File: config.mk
export PLATFORM = sky130hd
export DESIGN_NAME = arf_rat
export DESIGN_NICKNAME = d
export VERILOG_FILES = /design/src/rtl/arf_rat_pkg.sv /design/src/rtl/arf_rat_entry.sv /design/src/rtl/arf_rat.sv
export SDC_FILE = /design/constraint.sdc
export NUM_CORES = 2
export LEC_CHECK = 0
export BUFFER_PORTS_ARGS = -buffer_cell sky130_fd_sc_hd__buf_4
export CORE_AREA = 2 2 328 330
export CTS_CLUSTER_SIZE = 28
export DETAILED_ROUTE_END_ITERATION = 8
export DIE_AREA = 0 0 330 332
export PLACE_DENSITY = 0.81
export SYNTH_ARGS = -nofsm -noshare
export SYNTH_HDL_FRONTEND = slang
export SYNTH_SLANG_ARGS = --single-unit
File: constraint.sdc
create_clock -name clk -period 6 [get_ports clk]
set_input_delay 0.6 -clock clk [delete_from_list [all_inputs] [get_ports clk]]
set_output_delay 0.6 -clock clk [all_outputs]
set_load 0.01 [all_outputs]
File: src/rtl/arf_rat_pkg.sv
// Shared definitions for the architectural register file / register alias table.
// Holds default widths and the per-register alias entry type.
package arf_rat_pkg;

    localparam int N_REGS_DEF     = 32;
    localparam int REG_DATA_WIDTH = 32;
    localparam int ROB_N_ENTRIES  = 16;
    localparam int ROB_ID_WIDTH   = $clog2(ROB_N_ENTRIES);
    localparam int ARF_ID_WIDTH   = $clog2(N_REGS_DEF);

    typedef logic [ARF_ID_WIDTH-1:0]   arf_id_t;
    typedef logic [ROB_ID_WIDTH-1:0]   rob_id_t;
    typedef logic [REG_DATA_WIDTH-1:0] reg_data_t;

    typedef struct packed {
        logic    renamed;
        rob_id_t tag;
    } rat_entry_t;

endpackage

File: src/rtl/arf_rat_entry.sv
// One architectural register: committed data plus its alias (renamed bit and ROB tag).
module arf_rat_entry #(
    parameter int DATA_W = 32,
    parameter int TAG_W  = 4
) (
    input  logic              clk,
    input  logic              rst_aL,
    input  logic              dispatch_en,
    input  logic [TAG_W-1:0]  dispatch_tag,
    input  logic              retire_en,
    input  logic [TAG_W-1:0]  retire_tag,
    input  logic [DATA_W-1:0] retire_data,
    input  logic              flush,
    output logic [DATA_W-1:0] data,
    output logic              renamed,
    output logic [TAG_W-1:0]  tag
);

    always_ff @(posedge clk or negedge rst_aL) begin
        if (!rst_aL) begin
            data    <= '0;
            renamed <= 1'b0;
            tag     <= '0;
        end else begin
            if (retire_en)
                data <= retire_data;
            // Flush beats dispatch; dispatch beats the retire-side clear.
            if (flush) begin
                renamed <= 1'b0;
                tag     <= '0;
            end else if (dispatch_en) begin
                renamed <= 1'b1;
                tag     <= dispatch_tag;
            end else if (retire_en && renamed && (tag == retire_tag)) begin
                renamed <= 1'b0;
            end
        end
    end

endmodule

File: src/rtl/arf_rat.sv
// Architectural register file with integrated register alias table.
// Optional ARF_RAT_RETIRE_BYPASS_EN forwards the retiring value to same-cycle reads.
module arf_rat
    import arf_rat_pkg::*;
#(
    parameter int N_REGS         = N_REGS_DEF,
    parameter int REG_DATA_WIDTH = arf_rat_pkg::REG_DATA_WIDTH,
    parameter int ROB_ID_WIDTH   = $clog2(ROB_N_ENTRIES),
    localparam int AW            = $clog2(N_REGS)
) (
    input  logic                      clk,
    input  logic                      rst_aL,
    input  logic                      dispatch_fire,
    input  logic                      dispatch_dst_valid,
    input  logic [AW-1:0]             dispatch_dst_arf_id,
    input  logic [ROB_ID_WIDTH-1:0]   dispatch_rob_id,
    input  logic                      retire,
    input  logic [ROB_ID_WIDTH-1:0]   retire_rob_id,
    input  logic [AW-1:0]             retire_arf_id,
    input  logic [REG_DATA_WIDTH-1:0] retire_reg_data,
    input  logic                      flush,
    input  logic [AW-1:0]             arf_id_src1,
    input  logic [AW-1:0]             arf_id_src2,
    output logic                      src1_renamed,
    output logic                      src2_renamed,
    output logic [ROB_ID_WIDTH-1:0]   rob_id_src1,
    output logic [ROB_ID_WIDTH-1:0]   rob_id_src2,
    output logic [REG_DATA_WIDTH-1:0] arf_reg_data_src1,
    output logic [REG_DATA_WIDTH-1:0] arf_reg_data_src2
);

    logic [REG_DATA_WIDTH-1:0] data_q    [N_REGS];
    logic                      renamed_q [N_REGS];
    logic [ROB_ID_WIDTH-1:0]   tag_q     [N_REGS];

    assign data_q[0]    = '0;
    assign renamed_q[0] = 1'b0;
    assign tag_q[0]     = '0;

    // Register 0 is constant; only entries 1..N_REGS-1 hold state.
    for (genvar i = 1; i < N_REGS; i++) begin : g_entry
        arf_rat_entry #(
            .DATA_W (REG_DATA_WIDTH),
            .TAG_W  (ROB_ID_WIDTH)
        ) u_entry (
            .clk          (clk),
            .rst_aL       (rst_aL),
            .dispatch_en  (dispatch_fire && dispatch_dst_valid && (dispatch_dst_arf_id == AW'(i))),
            .dispatch_tag (dispatch_rob_id),
            .retire_en    (retire && (retire_arf_id == AW'(i))),
            .retire_tag   (retire_rob_id),
            .retire_data  (retire_reg_data),
            .flush        (flush),
            .data         (data_q[i]),
            .renamed      (renamed_q[i]),
            .tag          (tag_q[i])
        );
    end

    logic [AW-1:0]             src     [2];
    logic [REG_DATA_WIDTH-1:0] rd_data [2];
    logic                      rd_ren  [2];

    assign src[0] = arf_id_src1;
    assign src[1] = arf_id_src2;

    always_comb begin
        for (int p = 0; p < 2; p++) begin
            rd_data[p] = data_q[src[p]];
            rd_ren[p]  = renamed_q[src[p]];
`ifdef ARF_RAT_RETIRE_BYPASS_EN
            // Report the post-edge view of a register that is retiring right now.
            if (retire && (retire_arf_id == src[p]) && (src[p] != '0)) begin
                rd_data[p] = retire_reg_data;
                if (renamed_q[src[p]] && (tag_q[src[p]] == retire_rob_id) &&
                    !(dispatch_fire && dispatch_dst_valid && (dispatch_dst_arf_id == src[p])))
                    rd_ren[p] = 1'b0;
            end
`endif
        end
    end

    assign arf_reg_data_src1 = rd_data[0];
    assign arf_reg_data_src2 = rd_data[1];
    assign src1_renamed      = rd_ren[0];
    assign src2_renamed      = rd_ren[1];
    assign rob_id_src1       = rd_ren[0] ? tag_q[src[0]] : '0;
    assign rob_id_src2       = rd_ren[1] ? tag_q[src[1]] : '0;

endmodule

* Word level (Yosys, flattened, before mapping) *
Cells that the tools add are included.

storage, ports and cells
  flip-flop bits (word level) = 1147
  bits of input ports = 66
  word-level logic and storage cells = 552

cells by class
  $lt $le $gt $ge = 2
  equal/unequal tests = 93
  mux-type cells = 175
  bitwise logic cells = 2
  reductions and logical operators = 187

operators with widths
  kind                number
  $bmux 32 s5         2
  $mux 4              68
  $eq 5x5->1 const B  32
  $mux 32             4
  $logic_and 1x1->1   125
  $eq 4x4->1          31
  $mux 1              97
  $reduce_bool 3->1   31
  $eq 5x4->1 const B  16
  $reduce_bool 2->1   31
  $bmux 4 s5          2
  $eq 5x3->1 const B  8
  $eq 5x2->1 const B  4
  $ge 6x6->1 const B  2
  $not 5->6           2
  $bmux 1 s5          2
  $eq 5x1->1 const B  2

* Longest topological paths before layout *
  depth in word-level cells = 7
  gate-level depth with buffers = 10
  mapped depth without buffers = 5

* Modules after synthesis *
A second synthesis with hierarchy kept.

second synthesis, totals
  cells, all modules = 4035
  area total of the unflattened synthesis = 68249.2 sq um

modules (own cells, without submodules)
  module         instances  cells an instance  area each (sq um)  seq. area each (sq um)
  arf_rat_entry  31         90                 1594.0             925.9
  arf_rat        1          1245               18834.3            0.0

* Worst setup path after synthesis *
OpenSTA, ideal clock, no wires.

  kind = input port to output port
  start point = input port arf_id_src1[0]
  end point = output port arf_reg_data_src1[10]
  data arrival time = 2444 ps
  slack = 2956 ps
  stages = 6
  buffers on the path = 2
  path through = buf_4 buf_1 mux4_2 mux4_2 nor2_1 nor2_1

between the ends
  longest elaborated chain between the ends = 4

RTL lines
  item                                        RTL line       source
  start: declaration                          arf_rat.sv:22  input logic [AW-1:0] arf_id_src1,
  $not 5->6 (not written as such)             arf_rat.sv:69  rd_data[p] = data_q[src[p]];
  $bmux 32 s5                                 arf_rat.sv:69
  $mux 32 (not written as such) (2 in a row)  arf_rat.sv:69
  end: declaration                            arf_rat.sv:28  output logic [REG_DATA_WIDTH-1:0] arf_reg_data_src1,

No other way between the ends. The select of a mux whose other input is x is not followed.

* Final worst setup path *
  start point = input port arf_id_src1[1]
  end point = output port arf_reg_data_src1[1]

The elaborated chain is that of the path after synthesis.

==> reports/metrics.csv <==
stage,metric,value,unit
route,Wirelength per Cell,31.2,um
floorplanning,total die area,110000,um2
floorplanning,placeable core region,106000,um2
route,total number of vias,40400,
route,DR iter-0 viols,4724,
cells_and_area,final design instance area without fill,68900,um2
sta,relative slew slack,15.5,%
critical_path,kind of start point of the critical path,primary input,
placement,hpwl dp,95400,um
clock_tree,number of buffers on the longest clock path,3,
route,Routed Wire Length,177000,um
clock_tree,H-tree depth reported by CTS,3,
placement,routability congestion estimate from global placement,0.937,
route,Detail Route Antenna Nets,0,
sta,RSZ-0062 raised after global routing,false,
synthesis,average footprint of a synthesized cell,14.7,um2
clock_tree,clock transition at the register clock pins on the worst setup and hold paths after CTS,60,ps
route,detailed-route vias per instance,7.14,
floorplanning,die width,330,um
floorplanning,floorplan die height,332,um
sta,total count of hold-check failures in the final report,0,
critical_path,CP Max Fanout,76,
sta,minimum period implied by the final worst setup slack,4480,ps
synthesis,Gate Count Post-Synth,4287,
clock_tree,count of cells resized by post-cts repair,0,
critical_path,arrival time at the worst endpoint,3880,ps
global_routing,number of antenna violations at the first check in global routing,5,
cells_and_area,register cell area after layout,28700,um2
synthesis,number of enable-type register cells in the synthesized netlist,0,
route,TritonRoute pass-1 iters,8,
cells_and_area,"top library cells by usage in the layout, fill and taps aside","sky130_fd_sc_hd__dfrtp_1 (1,147), sky130_fd_sc_hd__mux2_2 (1,107), sky130_fd_sc_hd__mux4_2 (631), sky130_fd_sc_hd__nor2_1 (224), sky130_fd_sc_hd__buf_4 (183)",
sta,Final Skew,9.06,ps
cells_and_area,area growth from synthesis to layout,9.00,%
route,number of DRC violations after detailed routing,20,
cells_and_area,share of post-route cells with drive strength above 1,51.1,%
sta,transition time at the pin with the least slew margin,1260,ps
critical_path,critical path type,primary input to output pin,
run,max-cap violations,0,
cells_and_area,fillers,7354,
sta,post-route setup TNS,0,ps
clock_tree,TritonCTS buffer count,114,
placement,Post-DP Area,65000,um2
critical_path,Required @ worst endpoint,5400,ps
cells_and_area,area taken by multi-input logic gates,32700,um2
synthesis,asr flop ratio synth,100,%
synthesis,Synth Flop Type,sky130_fd_sc_hd__dfrtp_1,
sta,final worst path period share,74.7,%
sta,upper clock frequency limit,0.223,GHz
clock_tree,TritonCTS clock tree,done,
clock_tree,clock latency on the worst-skew pair,700,ps
power_and_ir_drop,total chip power,21.9,mW
clock_tree,Clock Sink Count,1147,
synthesis,number of storage elements in the synthesis netlist,1147,
synthesis,distinct cell type count of the synthesized netlist,50,
global_routing,wire length of the first global-routing pass,268000,um
synthesis,fraction of the yosys area taken by sequential cells,45.4,%
global_routing,Congestion Overflow GR,0,
cells_and_area,# nets final,4223,
floorplanning,number of placement rows,120,
critical_path,kind of end point of the critical path,output pin,
cells_and_area,most frequent standard cell in the layout excluding fill and tap cells,sky130_fd_sc_hd__dfrtp_1,
synthesis,synthesis warning total,0,
global_routing,largest net degree at the start of global routing,194,
status,violated checks,DRC,
status,result of the run,finished with violations,
global_routing,vias in the first global route,41300,
floorplanning,number of top-level pins,140,
placement,count of port buffers added during placement,139,
sta,count of final setup violators,0,
clock_tree,"Setup Fix Bufs, Post-CTS",0,
sta,final slew viol count,0,
floorplanning,Initial Util,59.4,%
clock_tree,Clock Tree Root,sky130_fd_sc_hd__clkbuf_16,
power_and_ir_drop,largest vdd supply drop,0.000239,V
synthesis,cell area after synthesis,63200,um2
power_and_ir_drop,standby leakage power,29.3,nW
synthesis,net count after synthesis,4353,
power_and_ir_drop,cell area power density,318,nW/um2
min_path,class of the tightest hold or removal check,primary input to flip-flop,
global_routing,global-route usage over all layers,32.7,%
-- Yosys cell counts (all sizes together) (2+ instances only) --
cell type  number  share of area, %
clkbuf        275               1.6
xor2           58              0.80
nor2b          15              0.15
and2            2             0.020
nor3b           3             0.036
dfrtp        1147                45
nand3b          3             0.036
o22ai           8             0.079
xnor2          66              0.91
o31ai           3             0.036
and3            3             0.030
mux4          631                22
mux2         1107                20
nor4           16              0.17
mux2i         114               1.8
buf           175               1.4
nand4          17              0.17
nand3          30              0.24
a31oi           4             0.040
a211oi          5             0.067
inv            13             0.077
a21oi          84              0.67
a22o           68              0.94
o21a            4             0.048
a221oi          5             0.069
nand2b         12              0.12
nor2          231               1.4
nor3           17              0.14
o221ai          4             0.055
nand2          98              0.58
o21ai          41              0.32
a221o           8              0.13
a22oi           9              0.11
-- worst max-delay path, stage by stage --
cell,delay [ps]
sky130_fd_sc_hd__buf_8,500
sky130_fd_sc_hd__nor2b_4,690
sky130_fd_sc_hd__buf_4,660
sky130_fd_sc_hd__a22o_1,250
sky130_fd_sc_hd__mux4_2,230
sky130_fd_sc_hd__nor2_1,50
sky130_fd_sc_hd__nor2_1,580
sky130_fd_sc_hd__buf_4,240
-- kinds of logic after synthesis --
group,count (synthesis),share of synthesized area (%)
multiplexers,1852,44.0
AO/OA/AOI/OAI,246,2.61
buffers and inverters,464,3.09
flip-flops,1147,45.4
AND/OR/NAND/NOR,454,3.15
XOR/XNOR,124,1.72
-- worst paths after layout --
path | from | cells past startpoint | to | slack [ps]
worst max-delay path | arf_id_src1[1] | 8 | arf_reg_data_src1[1] | 1520
min in group asynchronous | rst_aL | 2 | g_entry[31].u_entry.tag[3] | 560
worst min-delay path | retire_reg_data[23] | 2 | g_entry[30].u_entry.data[23] | 390
max in group asynchronous | rst_aL | 3 | g_entry[11].u_entry.data[14] | 3730
worst min register to register | g_entry[10].u_entry.data[13] | 1 | g_entry[10].u_entry.data[13] | 520
worst max register to register | g_entry[23].u_entry.tag[1] | 5 | g_entry[23].u_entry.renamed | 4330
-- final cells by class --
cell class              count  share of cell area [%]
inverters                  14                  0.0836
clock buffers             161                    4.82
repair buffers            204                    2.53
flip-flops and latches   1147                    41.7
well taps                1403                    2.55
clock inverters            50                   0.799
diodes                      4                  0.0145
multi-input cells        2676                    47.5
-- report_power, final --
part           switching (mW)  total (mW)  internal (mW)
Combinational            1.71        4.50           2.79
Sequential              0.956        10.0           9.05
Clock                    3.15        7.40           4.24
Total                    5.82        21.9           16.1
-- metrics by stage --
stage | cells | worst slack (ps) | util [%] | hold slack, ps
2_1_floorplan | 4287 | 2960 | - | 304
3_3_place_gp | 5443 | 1690 | 61.1 | 499
3_5_place_dp | 5443 | 1690 | 61.1 | 509
4_1_cts | 5655 | 1690 | 64.8 | 343
5_1_grt | 5655 | 1560 | 64.8 | 394
6_report | 5659 | 1520 | 64.8 | 390
-- metal layers --
| metal | up-vias | share of wire (%) | global-route usage, % |
|---|---|---|---|
| met4 | 10 | 3.5 | 11.4 |
| met2 | 2184 | 47 | 49.8 |
| li1 | 16100 | - | - |
| met1 | 21700 | 39 | 47.0 |
| met3 | 412 | 10 | 7.35 |
| met5 | - | 0.043 | 0 |
-- what timing repair did --
item	in CTS	in global routing
endpoints found under the setup margin	0	0
endpoints found under the hold margin	24	0
hold buffers	1	0
-- flip-flops by register name (all words and copies together), names as in the netlist --
register and flops:
g_entry.u_entry.renamed 31, g_entry.u_entry.data 992, g_entry.u_entry.tag 124
Note: power is estimated with default switching activity, not from simulation.
